===== src/rtl/if_fetch_pkg.sv =====
// Shared widths, reset default and fetch-stage state encoding.
package if_fetch_pkg;

    localparam int unsigned InstAddrBus = 32;
    localparam int unsigned InstBus     = 32;
    localparam int unsigned FetchEntryW = InstAddrBus + InstBus;

    localparam logic [InstAddrBus-1:0] RESET_PC_DEFAULT = 32'h0000_0000;

    typedef enum logic [1:0] {
        IF_BOOT  = 2'd0,
        IF_FETCH = 2'd1,
        IF_REDIR = 2'd2
    } if_state_e;

endpackage


===== src/rtl/if_fetch_fifo.sv =====
// In-order fetch queue: DEPTH entries, async clear, sync flush, push and pop in the same cycle.
module if_fetch_fifo #(
    parameter int unsigned DEPTH = 2,
    parameter int unsigned WIDTH = 64
) (
    input  logic                         clk,
    input  logic                         rst,
    input  logic                         flush,
    input  logic                         push,
    input  logic                         pop,
    input  logic [WIDTH-1:0]             wdata,
    output logic [WIDTH-1:0]             rdata,
    output logic [$clog2(DEPTH+1)-1:0]   count,
    output logic                         full,
    output logic                         empty
);

    localparam int unsigned PtrW = $clog2(DEPTH);
    localparam int unsigned CntW = $clog2(DEPTH+1);

    logic [WIDTH-1:0] mem_q [DEPTH];
    logic [PtrW-1:0]  wr_ptr_q, rd_ptr_q;
    logic [CntW-1:0]  count_q;
    logic             do_push, do_pop;

    assign empty = (count_q == '0);
    assign full  = (count_q == CntW'(DEPTH));
    assign count = count_q;

    // A push into a full queue is only legal when the head leaves in the same cycle.
    assign do_push = push & ~flush & (~full | pop);
    assign do_pop  = pop & ~flush & ~empty;

    // Head is read straight from storage; zero when nothing is queued.
    assign rdata = empty ? '0 : mem_q[rd_ptr_q];

    // Pointer and occupancy bookkeeping.
    always_ff @(posedge clk or posedge rst) begin
        if (rst) begin
            wr_ptr_q <= '0;
            rd_ptr_q <= '0;
            count_q  <= '0;
        end else if (flush) begin
            wr_ptr_q <= '0;
            rd_ptr_q <= '0;
            count_q  <= '0;
        end else begin
            if (do_push) wr_ptr_q <= wr_ptr_q + PtrW'(1);
            if (do_pop)  rd_ptr_q <= rd_ptr_q + PtrW'(1);
            case ({do_push, do_pop})
                2'b10:   count_q <= count_q + CntW'(1);
                2'b01:   count_q <= count_q - CntW'(1);
                default: count_q <= count_q;
            endcase
        end
    end

    // Entry storage; needs no reset because empty masks the read port.
    always_ff @(posedge clk) begin
        if (do_push) mem_q[wr_ptr_q] <= wdata;
    end

endmodule


===== src/rtl/if_fetch.sv =====
// Instruction fetch: owns the PC, drives the ROM and queues {pc, inst} for decode.
module if_fetch
    import if_fetch_pkg::*;
#(
    parameter logic [InstAddrBus-1:0] RESET_PC = RESET_PC_DEFAULT,
    parameter int unsigned            DEPTH    = 2
) (
    input  logic                   clk,
    input  logic                   rst,
    output logic                   rom_ce_o,
    output logic [InstAddrBus-1:0] rom_addr_o,
    input  logic [InstBus-1:0]     rom_inst_i,
    output logic                   id_valid_o,
    output logic [InstAddrBus-1:0] id_pc_o,
    output logic [InstBus-1:0]     id_inst_o,
    input  logic                   id_ready_i,
    input  logic                   redirect_i,
    input  logic [InstAddrBus-1:0] redirect_pc_i
);

    localparam int unsigned CntW = $clog2(DEPTH+1);

    if_state_e              state_q, state_d;
    logic [InstAddrBus-1:0] pc_q, pc_d;
    logic                   pop;
    logic [FetchEntryW-1:0] head;
    logic [CntW-1:0]        fifo_count;
    logic                   fifo_full, fifo_empty;

    assign pop        = id_valid_o & id_ready_i;
    assign id_valid_o = ~fifo_empty;
    assign rom_addr_o = pc_q;
    assign id_pc_o    = head[FetchEntryW-1:InstBus];
    assign id_inst_o  = head[InstBus-1:0];

    if_fetch_fifo #(
        .DEPTH(DEPTH),
        .WIDTH(FetchEntryW)
    ) u_fifo (
        .clk  (clk),
        .rst  (rst),
        .flush(redirect_i),
        .push (rom_ce_o),
        .pop  (pop),
        .wdata({pc_q, rom_inst_i}),
        .rdata(head),
        .count(fifo_count),
        .full (fifo_full),
        .empty(fifo_empty)
    );

    // Next state, next PC and ROM enable; a redirect overrides everything else.
    always_comb begin
        state_d  = state_q;
        pc_d     = pc_q;
        rom_ce_o = (state_q == IF_FETCH) & ~redirect_i & (~fifo_full | pop);

        case (state_q)
            IF_BOOT:  state_d = IF_FETCH;
            IF_REDIR: state_d = IF_FETCH;
            IF_FETCH: state_d = IF_FETCH;
            default:  state_d = IF_BOOT;
        endcase

        if (rom_ce_o) pc_d = pc_q + 32'd4;

        if (redirect_i) begin
            state_d = IF_REDIR;
            pc_d    = redirect_pc_i & ~32'h3;
        end
    end

    // State and PC registers.
    always_ff @(posedge clk or posedge rst) begin
        if (rst) begin
            state_q <= IF_BOOT;
            pc_q    <= RESET_PC;
        end else begin
            state_q <= state_d;
            pc_q    <= pc_d;
        end
    end

    // Occupancy and full flag must never disagree.
    assert property (@(posedge clk) disable iff (rst) fifo_full == (fifo_count == CntW'(DEPTH)));

endmodule

===== config.mk =====
export PLATFORM = sky130hd
export DESIGN_NAME = if_fetch
export DESIGN_NICKNAME = d
export VERILOG_FILES = /design/src/rtl/if_fetch_pkg.sv /design/src/rtl/if_fetch_fifo.sv /design/src/rtl/if_fetch.sv
export SDC_FILE = /design/constraint.sdc
export NUM_CORES = 1
export LEC_CHECK = 0
export CAP_MARGIN = 20
export CORE_MARGIN = 4
export CORE_UTILIZATION = 42
export DETAILED_ROUTE_END_ITERATION = 12
export GPL_TIMING_DRIVEN = 0
export PLACE_DENSITY_LB_ADDON = 0.25
export SYNTH_ARGS = -nofsm -noshare
export SYNTH_HDL_FRONTEND = slang
export SYNTH_SLANG_ARGS = --single-unit

===== constraint.sdc =====
create_clock -name clk -period 5.7 [get_ports clk]
set_input_delay 0.57 -clock clk [delete_from_list [all_inputs] [get_ports clk]]
set_output_delay 0.57 -clock clk [all_outputs]
set_load 0.02 [all_outputs]

Yosys cells after proc, flatten, opt, wreduce, memory -nomap -nowiden
Memory sizes are Yosys's and may differ from the RTL's.
Index checks and enable logic that the tools add are counted.

word-level totals
  output and inout port bits = 98
  RAM bits = 128
  word-level logic and storage cells = 47
  register bits = 38
  memories = 1
  bits of input ports = 68

operators by class
  eq/ne operators = 5
  reduce and logical (&&, ||, !) cells = 7
  bitwise operators = 11
  $add $sub $neg = 5
  muxes and demuxes = 13

memories
  name          words  bits a word  read ports  clocked after Yosys merged registers in  wr ports  line                 RTL
  u_fifo.mem_q  2      64           1           0                                        1         if_fetch_fifo.sv:21  logic [WIDTH-1:0] mem_q [DEPTH];

operators with widths
  cell                                              count
  two-way mux 32 bit                                2
  two-way mux 64 bit                                1
  adder 32 x 3 -> 32 bit, second input constant     1
  bitwise AND 1 bit                                 7
  two-way mux 1 bit                                 7
  == test 2 bit, second input constant              3
  nonzero test 2 bit                                3
  == test 2 x 1 -> 1 bit, second input constant     2
  zero test 2 bit                                   2
  two-way mux 2 bit                                 2
  case mux 2 bit (2 select lines)                   1
  NOT 1 bit                                         3
  nonzero test 3 bit                                1
  OR reduction 3 bit                                1
  adder 1 bit, second input constant                2
  adder 2 x 1 -> 2 bit, second input constant       1
  subtractor 2 x 1 -> 2 bit, second input constant  1
  bitwise OR 1 bit                                  1

Longest topological paths before layout
Gate-level depths: netlist (run 1).

  word-level depth = 10
  mapped depth = 8
  mapped depth without buffers = 6

By module
Synthesis (run 1) repeated with hierarchy kept, for this count alone.

unflattened totals
  cell total of the unflattened synthesis = 525
  area, all modules = 6946.7 um^2

by module, submodules not included
  module         instances  cells each  sequential area each (um^2)  area each (um^2)
  if_fetch_fifo  1          301         3943.8                       5068.6
  if_fetch       1          224         800.8                        1878.1

Worst setup path after synthesis (run 1)
Ideal clock, no wire load.

  path type = in2reg
  start = input port redirect_i
  end = memory u_fifo.mem_q[0][0], enable pin
  required time = 5216 ps
  stages on the path = 4
  setup time = 484 ps
  path buffers = 2
  arrival time = 4162 ps
  path slack = 1054 ps
  cells stage by stage = or4b_4 > clkbuf_1 > clkbuf_1 > nor2_1

on the way
  longest elaborated chain between the ends = 7

RTL lines
  what                                         line                                 RTL
  start, declared                              if_fetch.sv:17                       input logic redirect_i,
  NOT 1 bit (*)                                if_fetch_fifo.sv:31, if_fetch.sv:56
  bitwise AND 1 bit (2 in a row)               if_fetch.sv:56                       rom_ce_o = (state_q == IF_FETCH) & ~redirect_i & (~fifo_full | pop);
  bitwise AND 1 bit (*) (2 in a row)           if_fetch_fifo.sv:31                  assign do_push = push & ~flush & (~full | pop);
  two-way mux 1 bit (*)                        if_fetch_fifo.sv:60                  if (do_push) mem_q[wr_ptr_q] <= wdata;
  two-way mux 1 bit (not written as such) (*)  if_fetch_fifo.sv:60
  end, declared                                if_fetch_fifo.sv:21

Mark *: on every way between the ends. The rest lies on a longest branch, timed or not.

Worst setup path after layout (run 1)
  start = input port id_ready_i
  end = output port rom_ce_o

on the way
  longest elaborated chain between the ends = 3

RTL lines
  what               line            RTL
  start, declared    if_fetch.sv:16  input logic id_ready_i,
  bitwise AND 1 bit  if_fetch.sv:30  assign pop = id_valid_o & id_ready_i;
  bitwise OR 1 bit   if_fetch.sv:56
  bitwise AND 1 bit  if_fetch.sv:56
  end, declared      if_fetch.sv:10  output logic rom_ce_o,

No other way between the ends.

==> results.md, run 1 <==
- Register bit count reported by yosys: 160
- First-pass DRT Iterations: 4
- Core ar.: 0.0158 mm²
- Worst VDD drop: 0.211 mV
- Reg power frac: 0.477
- Pin count of the biggest net entering global routing: 63
- Final hold vios: 0
- Fin cells: 920
- Most common cell after layout, fill and taps aside: clkdlybuf4s50_1
- EDFF count, synth: 124
- Post-synthesis mux area share: 0.0974
- Num rows: 46
- First-pass GRT wire length: 25900 µm
- Worst hold stages: 1
- Seq/Total Area, Yosys: 0.682
- Vias in the first global route: 5027
- Max Cap Viol: 0
- Area contributors post-synth: edfxtp_1, dfrtp_1, mux2i_1
- Final #Nets: roughly 760
- WP data arrival: between 2 and 3 ns
- Yosys Warn Count: 0
- Overall Global Routing Usage: 0.184
- Via count: 4781
- Reg2Reg Depth: 6
- N_diodes: 0
- Clk buf depth: 2
- Starting Density: 0.428
- RSZ-0062 raised after global routing: no
- CP endpoint kind: primary output
- Area post-placement: about 0.0087 mm²
- Vias/cell: 5.20
- Clock Skews: 0.00694 ns
- P&R area growth vs syn: 36.6%
- Post-DRT Antenna Nets: 0
- Worst setup path start: id_ready_i
- Net Switching: 0.710 mW
- Setup TNS Final: 0 ns
- Routed len/inst: 17.9 µm
- Leak: 3.16 nW
- Worst slew margin: 0.336
- Layout cells sized above 1: 0.0639
- Origin of the critical flop-to-flop path: u_fifo.count[1]
- Post-DP HPWL: 11500 µm
- Tot Pwr: 2.86 mW
- Final WL: between 15000 and 20000 µm
- Global route overflow: 0
- Final setup violation count: 0
- Initial antenna violation count: 0
- Post-synth top area share: 0.549
- Synth Area in Compound Gates: 0.0609
- Post-Synth Simple-Gate Area: 0.127
- Post-CTS resize count: 0
- Largest family of logic cells by synthesized area: simple AND/OR/NAND/NOR gates
- CP Launch Type: input pin
- Post-CTS Repair Setup Buffers: 0
- Remaining DRCs: 0
- Main synth FF type: edfxtp_1
- Initial DRC Count: 275
- TritonCTS clock tree: built
- Final Wtd Congestion: 0.823
- Most frequent cells in the layout: clkdlybuf4s50_1, edfxtp_1, nor2_1
- Clock tree sinks: 160
- Final Slew Violations: 0
- IO Count: 166
- H-Tree Depth: 4
- Unique masters post-synth: 47
- Post-Synth XOR/XNOR Area: 0.00646
- CTS Buf Count: 17
- R2R setup slack: 2.84 ns
- Power per cell area: 309 mW/mm²
- # hold bufs at CTS: 0
- Port bufs: 159
- Adder and majority gate portion of the synthesized area: 0.00185
- Worst EP required: 5.13 ns
- Worst-Margin Slew: 0.993 ns
- DIE AREA: 0.0182 mm²
- Status: finished, final reports clean
- Syn avg cell area: between 10 and 15 µm²
- Fillcell total: 1291
- Critical path peak fanout: 10
- Final Cycle Share: 0.599
- Largest area contributor in the netlist: edfxtp_1
- Root buf cell: clkbuf_16
- Clock Power Share: 0.372
- Logic pwr share: 0.151
- Synth Instances: 510
- Clock latency on the worst-skew pair: approximately 0.42 ns
- Sw Ratio: 0.249
- Die Height: between 100 and 150 µm
- Asr flop ratio synth: 0.225
- Fin crit period: 3.41 ns
- Reg-to-reg endpoint: u_fifo.mem_q[0][26]
- Final Cell Area: 0.00926 mm²
- Post-Place Cells: 890
- Crit Path Class: in2out
- Fmax: 293 MHz
- Internal power: 2.15 mW
- Cell Area, Synth: 0.00678 mm²
- Worst setup path end: rom_ce_o
- Hold Path Class: reg2reg
- Die Wd: 135 µm
- Clk slew on worst S/H paths: about 0.06 ns
-- metrics by stage --
stage / hold WS [ns] / setup WS, ns / util
floorplan: 0.412 / 1.05 / -
global placement: 0.423 / -1.36 / 0.547
detailed placement: 0.429 / 2.21 / 0.550
CTS: 0.437 / 2.24 / 0.585
global route: 0.469 / 2.10 / 0.585
finish: 0.436 / 2.29 / 0.585
-- cells in the mapped netlist (2+ instances only) --
cell,count
edfxtp_1,124
nor2_1,79
mux2i_1,66
nand2_1,38
dfrtp_1,36
clkbuf_1,21
nand3_1,21
o21ai_0,16
nand4_1,11
o311ai_0,8
and3_1,7
o211ai_1,7
a21oi_1,6
a221o_1,6
inv_1,5
nor3_1,5
buf_4,4
xor2_1,4
a31oi_1,3
and2_1,3
buf_2,3
nand3b_1,3
nor2b_1,3
nor3b_1,3
a21o_1,2
a32oi_1,2
a41oi_1,2
buf_1,2
or3_1,2
-- metal layers --
| metal | track usage | wire length [µm] |
|---|---|---|
| met2 | 0.309 | 8320 |
| met3 | 0.0525 | 1070 |
| met1 | 0.236 | 6940 |
| met5 | 0 | 0 |
| met4 | 0.0515 | 181 |
-- critical path, cell delays in order --
cell,delay (ns)
clkdlybuf4s50_1,0.53
nor3b_1,0.08
or4b_4,0.50
inv_2,0.09
buf_6,0.15
buf_2,0.27
clkdlybuf4s50_1,0.65
-- state kept, by name (all words and copies together) (netlist names) --
register / cells
u_fifo.mem_q: 124
rom_addr_o: 30
state_q: 2
u_fifo.count: 2
u_fifo.rd_ptr_q: 1
u_fifo.wr_ptr_q: 1
-- power by group through the flow --
stage | Clock [mW] | Sequential (mW) | Combinational [mW]
3_5_place_dp | 0 | 1.39 | 0.435
6_report | 1.06 | 1.36 | 0.430
2_1_floorplan | 0 | 1.40 | 0.196
3_3_place_gp | 0 | 1.39 | 0.426
4_1_cts | 1.09 | 1.36 | 0.436
5_1_grt | 1.14 | 1.37 | 0.462
-- cells by family after synthesis --
logic type | Yosys count
flip-flops | 160
AO/OA/AOI/OAI | 58
other | 1
adder cells (fa/ha/maj) | 1
multiplexers | 66
AND/OR/NAND/NOR | 182
buffers and inverters | 37
XOR/XNOR | 5
-- how the worst min path moves through the flow --
stage	slack (ns)	to	start
2_1_floorplan	0.41	state_q[0]	state_q[0]
3_3_place_gp	0.42	state_q[0]	state_q[0]
3_5_place_dp	0.43	state_q[0]	state_q[0]
4_1_cts	0.44	state_q[0]	state_q[0]
5_1_grt	0.47	state_q[0]	state_q[0]
6_report	0.44	state_q[0]	state_q[0]
-- final cells by class --
| type | instances | area [µm²] | share of cell area |
|---|---|---|---|
| flip-flops and latches | 160 | 4620 | 0.499 |
| multi-input cells | 316 | 2010 | 0.217 |
| repair buffers | 161 | 1640 | 0.177 |
| clock buffers | 18 | 429 | 0.0463 |
| well taps | 216 | 270 | 0.0292 |
| plain buffers | 31 | 143 | 0.0154 |
| clock inverters | 12 | 120 | 0.0130 |
| inverters | 6 | 22.5 | 0.00243 |
Power figures use the tool's default switching activity.
==> run 2, diff against run 1 <==
clock period = 3.2 ns   (was 5.7 ns; I/O delays follow)
==> run 2 against run 1 <==
Via count increased by 1.9%. Clock power increased by 98%. Global-route usage increased by 0.22 points.
==> results.md, run 2 (synthesized netlist as in run 1, its figures left out) <==
- Status: finished, final reports clean
- WP data arrival: between 2 and 3 ns
- IO Count: around 170
- First-pass DRT Iterations: 5
- Leak: 3.22 nW
- Core ar.: 0.0158 mm²
- Fillcell total: around 1300
- Layout cells sized above 1: 0.0779
- GR peak layer: met2
- Port bufs: about 160
- Worst EP required: 2.88 ns
- RSZ-0062 raised after global routing: no
- Final WL: 16800 µm
- Worst VDD drop: approximately 0.35 mV
- Final setup violation count: 0
- Fin cells: 922
- P&R area growth vs syn: 37.7%
- Vias in the first global route: 4909
- # hold bufs at CTS: 0
- Remaining DRCs: 0
- Clk buf depth: 2
- Root buf cell: clkbuf_16
- Final Slew Violations: 0
- Met2 Use GR: 0.309
- Fmax: 335 MHz
- Post-Place Cells: 890
- H-Tree Depth: 4
- Initial antenna violation count: 0
- Power per cell area: ~570 mW/mm²
- Clock latency on the worst-skew pair: between 0.4 and 0.5 ns
- Hold Path Class: in2async
- Worst slew margin: 0.380
- CP Launch Type: register
- Post-DP HPWL: 11600 µm
- Die Wd: approximately 140 µm
- Pin count of the biggest net entering global routing: 63
- Met3 GRT Util: 0.0466
- Max Cap Viol: 0
- Initial DRC Count: between 200 and 300
- Fin crit period: about 3 ns
- Global route overflow: 0
- Via count: 4871
- Most common cell after layout, fill and taps aside: clkdlybuf4s50_1
- Final Wtd Congestion: 0.845
- Reg with most FFs: u_fifo.mem_q
- Num rows: 46
- Post-CTS Repair Setup Buffers: 0
- Final #Nets: 762
- DIE AREA: 0.0182 mm²
- Largest register FFs: 124
- Final Cycle Share: 0.934
- TritonCTS clock tree: built
- WHS: 0.369 ns
- Clock Skews: 0.00952 ns
- Die Height: roughly 140 µm
- Critical path peak fanout: 10
- Vias/cell: 5.28
- First-pass GRT wire length: between 20000 and 30000 µm
- Post-DRT Antenna Nets: 0
- Routed len/inst: 18.2 µm
- Crit Path Class: reg2out
- Clock tree sinks: 160
- Overall Global Routing Usage: 0.186
- Final hold vios: 0
- N_diodes: 0
- CP endpoint kind: primary output
- Most frequent cells in the layout: clkdlybuf4s50_1, edfxtp_1, nor2_1
- M1 GR Usage: 0.239
- Clk slew on worst S/H paths: 0.06 ns
- Worst-Margin Slew: 0.930 ns
- CTS Buf Count: 17
- Starting Density: 0.428
## run 2: cell types whose count changed in the layout (fill, tap and decap cells not counted), sizes merged
cell,before,now
bufinv,2,4
## run 2: power breakdown
group          leakage, nW  total [mW]  switching (mW)  internal, mW
logic                 1.36       0.769           0.407         0.362
registers             1.57        2.43          0.0960          2.33
clock network        0.288        2.10           0.799          1.30
## run 2: worst paths after layout
check	startpoint	to	slack, ns	depth (start not counted)
max in group asynchronous	rst	rom_addr_o[20]	2.31	2
min	rst	rom_addr_o[12]	0.37	2
max reg2reg	u_fifo.count[1]	u_fifo.mem_q[0][4]	0.34	6
min in group clk	state_q[0]	state_q[0]	0.44	1
min reg2reg	state_q[0]	state_q[0]	0.44	1
max	u_fifo.count[1]	rom_ce_o	0.21	6
## run 2: area by class of cell
class,count,area [µm²],area share
Inverter,6,22.5,0.00241
Buffer,31,150,0.0161
Clock inverter,14,189,0.0202
Tap cell,216,270,0.0289
Clock buffer,18,429,0.0459
Sequential cell,160,4620,0.495
Timing Repair Buffer,161,1640,0.175
Multi-Input combinational cell,316,2020,0.216
## run 2: critical path: stages, from the launching register on
cell	delay [ns]
dfrtp_1	0.42
nor3b_1	0.16
or4b_4	0.50
inv_2	0.09
buf_6	0.15
buf_2	0.27
clkdlybuf4s50_1	0.65
## run 2: per-layer routing
layer	up-vias	share of wire
li1	2273	-
met1	2342	0.41
met2	225	0.50
met3	31	0.078
met4	0	0.017
met5	-	0
## run 2: repair_timing
item,4_1_cts,5_1_grt
gates resized for setup,4,5
hold endpoints to repair,0,0
gates cloned,0,0
setup endpoints to repair,19,36
## run 2: per-stage QoR
| step | setup TNS (ns) | power [mW] | setup slack, ns | util | area (µm²) |
|---|---|---|---|---|---|
| after floorplan | 0 | 2.84 | 0.384 | - | 6800 |
| after global placement | -76.49 | 3.22 | -0.788 | 0.547 | 8660 |
| after detailed placement | -2.40 | 3.24 | -0.0592 | 0.550 | 8710 |
| after CTS | 0 | 5.35 | 0.00546 | 0.590 | 9340 |
| after global routing | 0 | 5.50 | 0.0877 | 0.590 | 9340 |
| final | 0 | 5.30 | 0.213 | 0.590 | 9340 |
